[config.mk]
export PLATFORM = sky130hd
export DESIGN_NAME = ahb_resp_mux
export DESIGN_NICKNAME = d
export VERILOG_FILES = /design/src/rtl/ahb_resp_mux.sv
export SDC_FILE = /design/constraint.sdc
export NUM_CORES = 1
export LEC_CHECK = 0
export ABC_AREA = 1
export BUFFER_PORTS_ARGS = -buffer_cell sky130_fd_sc_hd__buf_2
export CAP_MARGIN = 20
export CORE_MARGIN = 10
export CORE_UTILIZATION = 34
export CTS_CLUSTER_DIAMETER = 200
export DETAILED_ROUTE_END_ITERATION = 8
export PLACE_DENSITY = 0.91
export SYNTH_ARGS = -nofsm -noshare
export SYNTH_HDL_FRONTEND = slang
export SYNTH_SLANG_ARGS = --single-unit
[constraint.sdc]
create_clock -name hclk -period 1.9 [get_ports hclk]
set_input_delay 0.19 -clock hclk [delete_from_list [all_inputs] [get_ports hclk]]
set_output_delay 0.19 -clock hclk [all_outputs]
set_load 0.01 [all_outputs]
[src/rtl/ahb_resp_mux.sv]
// AHB slave-to-master response path: data-phase select register, per-slave
// response steering and the built-in default slave (two-cycle ERROR).

module ahb_resp_lane #(
    parameter int DATA_WIDTH = 32
) (
    input  logic                  sel,
    input  logic [DATA_WIDTH-1:0] slv_data,
    input  logic                  slv_rdy,
    input  logic                  slv_resp,
    output logic [DATA_WIDTH-1:0] lane_data,
    output logic                  lane_rdy,
    output logic                  lane_resp
);

    // AND-gate by the one-hot select; the top OR-reduces all lanes.
    assign lane_data = {DATA_WIDTH{sel}} & slv_data;
    assign lane_rdy  = sel & slv_rdy;
    assign lane_resp = sel & slv_resp;

endmodule

module ahb_resp_mux #(
    parameter int SLAVE_NUM  = 4,
    parameter int DATA_WIDTH = 32,
    parameter int ERRCNT_W   = 8
) (
    input  logic                            hclk,
    input  logic                            hreset,
    input  logic [SLAVE_NUM-1:0]            hsel_in,
    input  logic                            default_slv_sel,
    input  logic [1:0]                      htrans,
    input  logic [SLAVE_NUM*DATA_WIDTH-1:0] slv_hrdata,
    input  logic [SLAVE_NUM-1:0]            slv_hreadyout,
    input  logic [SLAVE_NUM-1:0]            slv_hresp,
    output logic [DATA_WIDTH-1:0]           hrdata,
    output logic                            hready,
    output logic                            hresp,
    output logic [SLAVE_NUM-1:0]            data_sel,
    output logic [ERRCNT_W-1:0]             err_cnt
);

    typedef enum logic [1:0] {
        DS_IDLE = 2'd0,
        DS_ERR1 = 2'd1,
        DS_ERR2 = 2'd2
    } ds_state_t;

    ds_state_t ds_state;

    logic [SLAVE_NUM-1:0][DATA_WIDTH-1:0] slv_data_a;
    logic [SLAVE_NUM-1:0][DATA_WIDTH-1:0] lane_data;
    logic [SLAVE_NUM-1:0]                 lane_rdy;
    logic [SLAVE_NUM-1:0]                 lane_resp;
    logic [DATA_WIDTH-1:0]                mux_data;
    logic                                 mux_rdy;
    logic                                 mux_resp;
    logic                                 sel_onehot;
    logic                                 sel_legal;
    logic                                 unused_htrans0;

    assign slv_data_a     = slv_hrdata;
    assign unused_htrans0 = htrans[0];

    assign sel_onehot = (hsel_in != '0) &&
                        ((hsel_in & (hsel_in - SLAVE_NUM'(1))) == '0);
    assign sel_legal  = sel_onehot && !default_slv_sel;

    for (genvar i = 0; i < SLAVE_NUM; i++) begin : g_lane
        ahb_resp_lane #(.DATA_WIDTH(DATA_WIDTH)) u_lane (
            .sel       (data_sel[i]),
            .slv_data  (slv_data_a[i]),
            .slv_rdy   (slv_hreadyout[i]),
            .slv_resp  (slv_hresp[i]),
            .lane_data (lane_data[i]),
            .lane_rdy  (lane_rdy[i]),
            .lane_resp (lane_resp[i])
        );
    end

    always_comb begin
        mux_data = '0;
        mux_rdy  = 1'b0;
        mux_resp = 1'b0;
        for (int i = 0; i < SLAVE_NUM; i++) begin
            mux_data = mux_data | lane_data[i];
            mux_rdy  = mux_rdy  | lane_rdy[i];
            mux_resp = mux_resp | lane_resp[i];
        end
    end

    // Default slave owns the bus in ERR1/ERR2; data_sel is always 0 there.
    always_comb begin
        hrdata = '0;
        hready = 1'b1;
        hresp  = 1'b0;
        case (ds_state)
            DS_ERR1: begin
                hready = 1'b0;
                hresp  = 1'b1;
            end
            DS_ERR2: begin
                hready = 1'b1;
                hresp  = 1'b1;
            end
            default: begin
                if (data_sel != '0) begin
                    hrdata = mux_data;
                    hready = mux_rdy;
                    hresp  = mux_resp;
                end
            end
        endcase
    end

    always_ff @(posedge hclk) begin
        if (hreset) begin
            data_sel <= '0;
            ds_state <= DS_IDLE;
            err_cnt  <= '0;
        end else begin
            case (ds_state)
                DS_ERR1: ds_state <= DS_ERR2;
                default: begin
                    // IDLE and ERR2 both accept a new address when hready is high.
                    if (hready) begin
                        if (htrans[1]) begin
                            if (sel_legal) begin
                                data_sel <= hsel_in;
                                ds_state <= DS_IDLE;
                            end else begin
                                data_sel <= '0;
                                ds_state <= DS_ERR1;
                                if (err_cnt != '1)
                                    err_cnt <= err_cnt + ERRCNT_W'(1);
                            end
                        end else begin
                            data_sel <= '0;
                            ds_state <= DS_IDLE;
                        end
                    end
                end
            endcase
        end
    end

endmodule
==> flow_summary.ini <==
[run_status]
status = finished clean

[routing]
route.detailed.drc = 0
drtPass1Iterations = 4
wl_mm = 9.20
wl_per_cell_um = 18.4
detail-route-antenna-nets = 0
drt_iter0_markers = 149
vias = 2580
routed_via_density = 5.17

[placed_design]
placed_area_um2 = 2670
io_buffers = 189
dpl.cell_count = 496
hpwl_mm = 7.74
pre_cts_ws_ps = 307
gp_congestion = 0.961

[yosys]
syn_inst = 252
yosysTopAreaCellShare_pct = 17.2
syn_area_per_cell_um2 = 6.65
ys_warn_count = 0
synth-seq-area-share_pct = 16.7
synthArstFlopShare_pct = 0
ys_ff_latch = 14
synthFlopType = dfxtp_1
synth_edf_count = 0
syn_area_um2 = 1680
yosysTopAreaCell = a22o_1
synthTopCellsByArea = a22o_1 17%, a221oi_1 17%, dfxtp_1 17%
synth_cell_types = 24
syn_nets = 400

[final_layout]
layout_common_cells = 189 x buf_2, 46 x nor2_1, 41 x nand2_1, 33 x a22o_1, 32 x a221oi_1
nNetsFinal = 582
drive_above_1_share_pct = 49.8
final_common_cell = buf_2
seqCellArea_um2 = 282
stdcell_count = 499
finalInstanceArea_um2 = 2710
multi_input_area_um2 = 1200
n_antenna_cell = 0
fillerInstances = 468
area_growth_pct = 61.7

[sta]
relSlewSlack_pct = 80.4
worstMarginPinSlew_ps = 295
setup_violations = 0
slew_violations = 0
fin_ws_ps = 122
post-route-period-util_pct = 93.6
hold_viol = 0
rsz0062_at_grt = no
fin_setup_tns_ps = 0
period_needed_ps = 1780
fin_worst_skew_ps = 1.18
fmax_ghz = 0.562

[global_route]
antenna_found_initial = 0
overflow = 0
grt_max_degree = 27
grt_pass1_vias = 2556
grtUsageTotal_pct = 20.6
grt_pass1_wl_mm = 13.9

[floorplan]
initial_core_util_pct = 35.3
pin_count = 191
core_um2 = 4750
num_rows = 25
dieArea_um2 = 8140
fp.dieH_um = 90.2
die_x_um = 90.2

[setup_path]
crit_type = reg2out
crit_top_cell = inv_1
cp_max_fo = 23
slowest_delay_ps = 330
cp_data_arrival_time_ps = 1590
critPathSlowestCell = dfxtp_1
required_ps = 1710
path_cells = inv_1, ha_1, inv_1, buf_4, nor2_1, buf_2
end_kind = output port
crit_path_start_kind = register

[clock_network]
postCtsSetupRepairBufs = 0
clock_sinks = 14
cts-buffers-inserted = 3
holdBufCountCts = 0
cts_buffer_depth = 2
cts_tree = yes
worstSkewPairLatency_ps = 250
path_clk_slew_ps = 50
h-tree-depth = 1
clockRootBuffer = clkbuf_8

[flow_run]
cap_violations = 0

[pwr]
total_leakage_power_uw = 0.00154
finalPower_uw = 1010
power.density_nw_per_um2 = 371
vdd_drop_max_uv = 505

[min_path]
hold_path.class = in2reg
[per-layer routing]
layer / global-route usage (%) / vias to the layer above / routed length [µm]
li1: - / 1273 / -
met3: 4.57 / 17 / 689
met1: 22.1 / 1157 / 3480
met4: 6.23 / 0 / 180
met5: 0 / - / 0
met2: 38.7 / 133 / 4850
[cells in the mapped netlist (2+ instances only)]
library cell,instances
nor2_1,46
nand2_1,41
a22o_1,33
a221oi_1,32
clkbuf_1,16
inv_1,16
dfxtp_1,14
a21oi_1,10
nand3_1,9
buf_4,6
xor2_1,6
o21ai_0,5
ha_1,3
nor2_2,3
a21oi_2,2
buf_6,2
[state kept, by name, indices dropped and copies added, names as in the netlist]
register	flops
data_sel	4
ds_state	2
err_cnt	8
[worst paths after layout]
check                            from                       to  slack (ps)  cells after the start
max          ds_state[0]$_SDFFE_PP0P_               hrdata[12]         120                      6
max reg2reg  ds_state[0]$_SDFFE_PP0P_  err_cnt[5]$_SDFFE_PP0P_         270                      8
min reg2reg   err_cnt[3]$_SDFFE_PP0P_  err_cnt[3]$_SDFFE_PP0P_         500                      2
min                            hreset  err_cnt[0]$_SDFFE_PP0P_         210                      2
[where the power goes]
part | switching [µW] | leakage [µW] | internal (µW)
registers | 12.9 | 0.000114 | 306
clock network | 103 | 0.0000216 | 140
logic | 239 | 0.00141 | 206
total | 354 | 0.00154 | 653
[critical path: cells and delay by family, from the launching register on]
family / cells / cell delay (ps)
simple gates: 1 / 80
fa+ha+maj: 1 / 330
flops: 1 / 330
buf+inv: 4 / 590
[per-stage QoR]
step / hold slack (ps) / util, %
2_1_floorplan: 353 / -
3_3_place_gp: 465 / 56.1
3_5_place_dp: 467 / 56.1
4_1_cts: 206 / 57.0
5_1_grt: 226 / 57.0
6_report: 214 / 57.0
[timing repair]
action	in CTS	in global routing
resized for setup	0	1
endpoints found under the hold margin	0	0
endpoints found under the setup margin	0	15
[kinds of logic (layout without fill, tap and decap cells)]
logic type / Yosys count / in the layout / synth area share [%]
xor+xnor: 6 / 6 / 3.13
compound gates: 83 / 83 / 39.8
simple gates: 105 / 105 / 26.7
flops: 14 / 14 / 16.7
fa+ha+maj: 3 / 3 / 2.24
buf+inv: 41 / 221 / 11.4
[layout make-up]
type,instances,share of cell area (%)
Timing Repair Buffer,201,38.2
Clock buffer,3,1.52
Inverter,17,2.35
Multi-Input combinational cell,197,44.4
Tap cell,67,3.09
Sequential cell,14,10.4
Note: power is estimated with default switching activity, not from simulation.
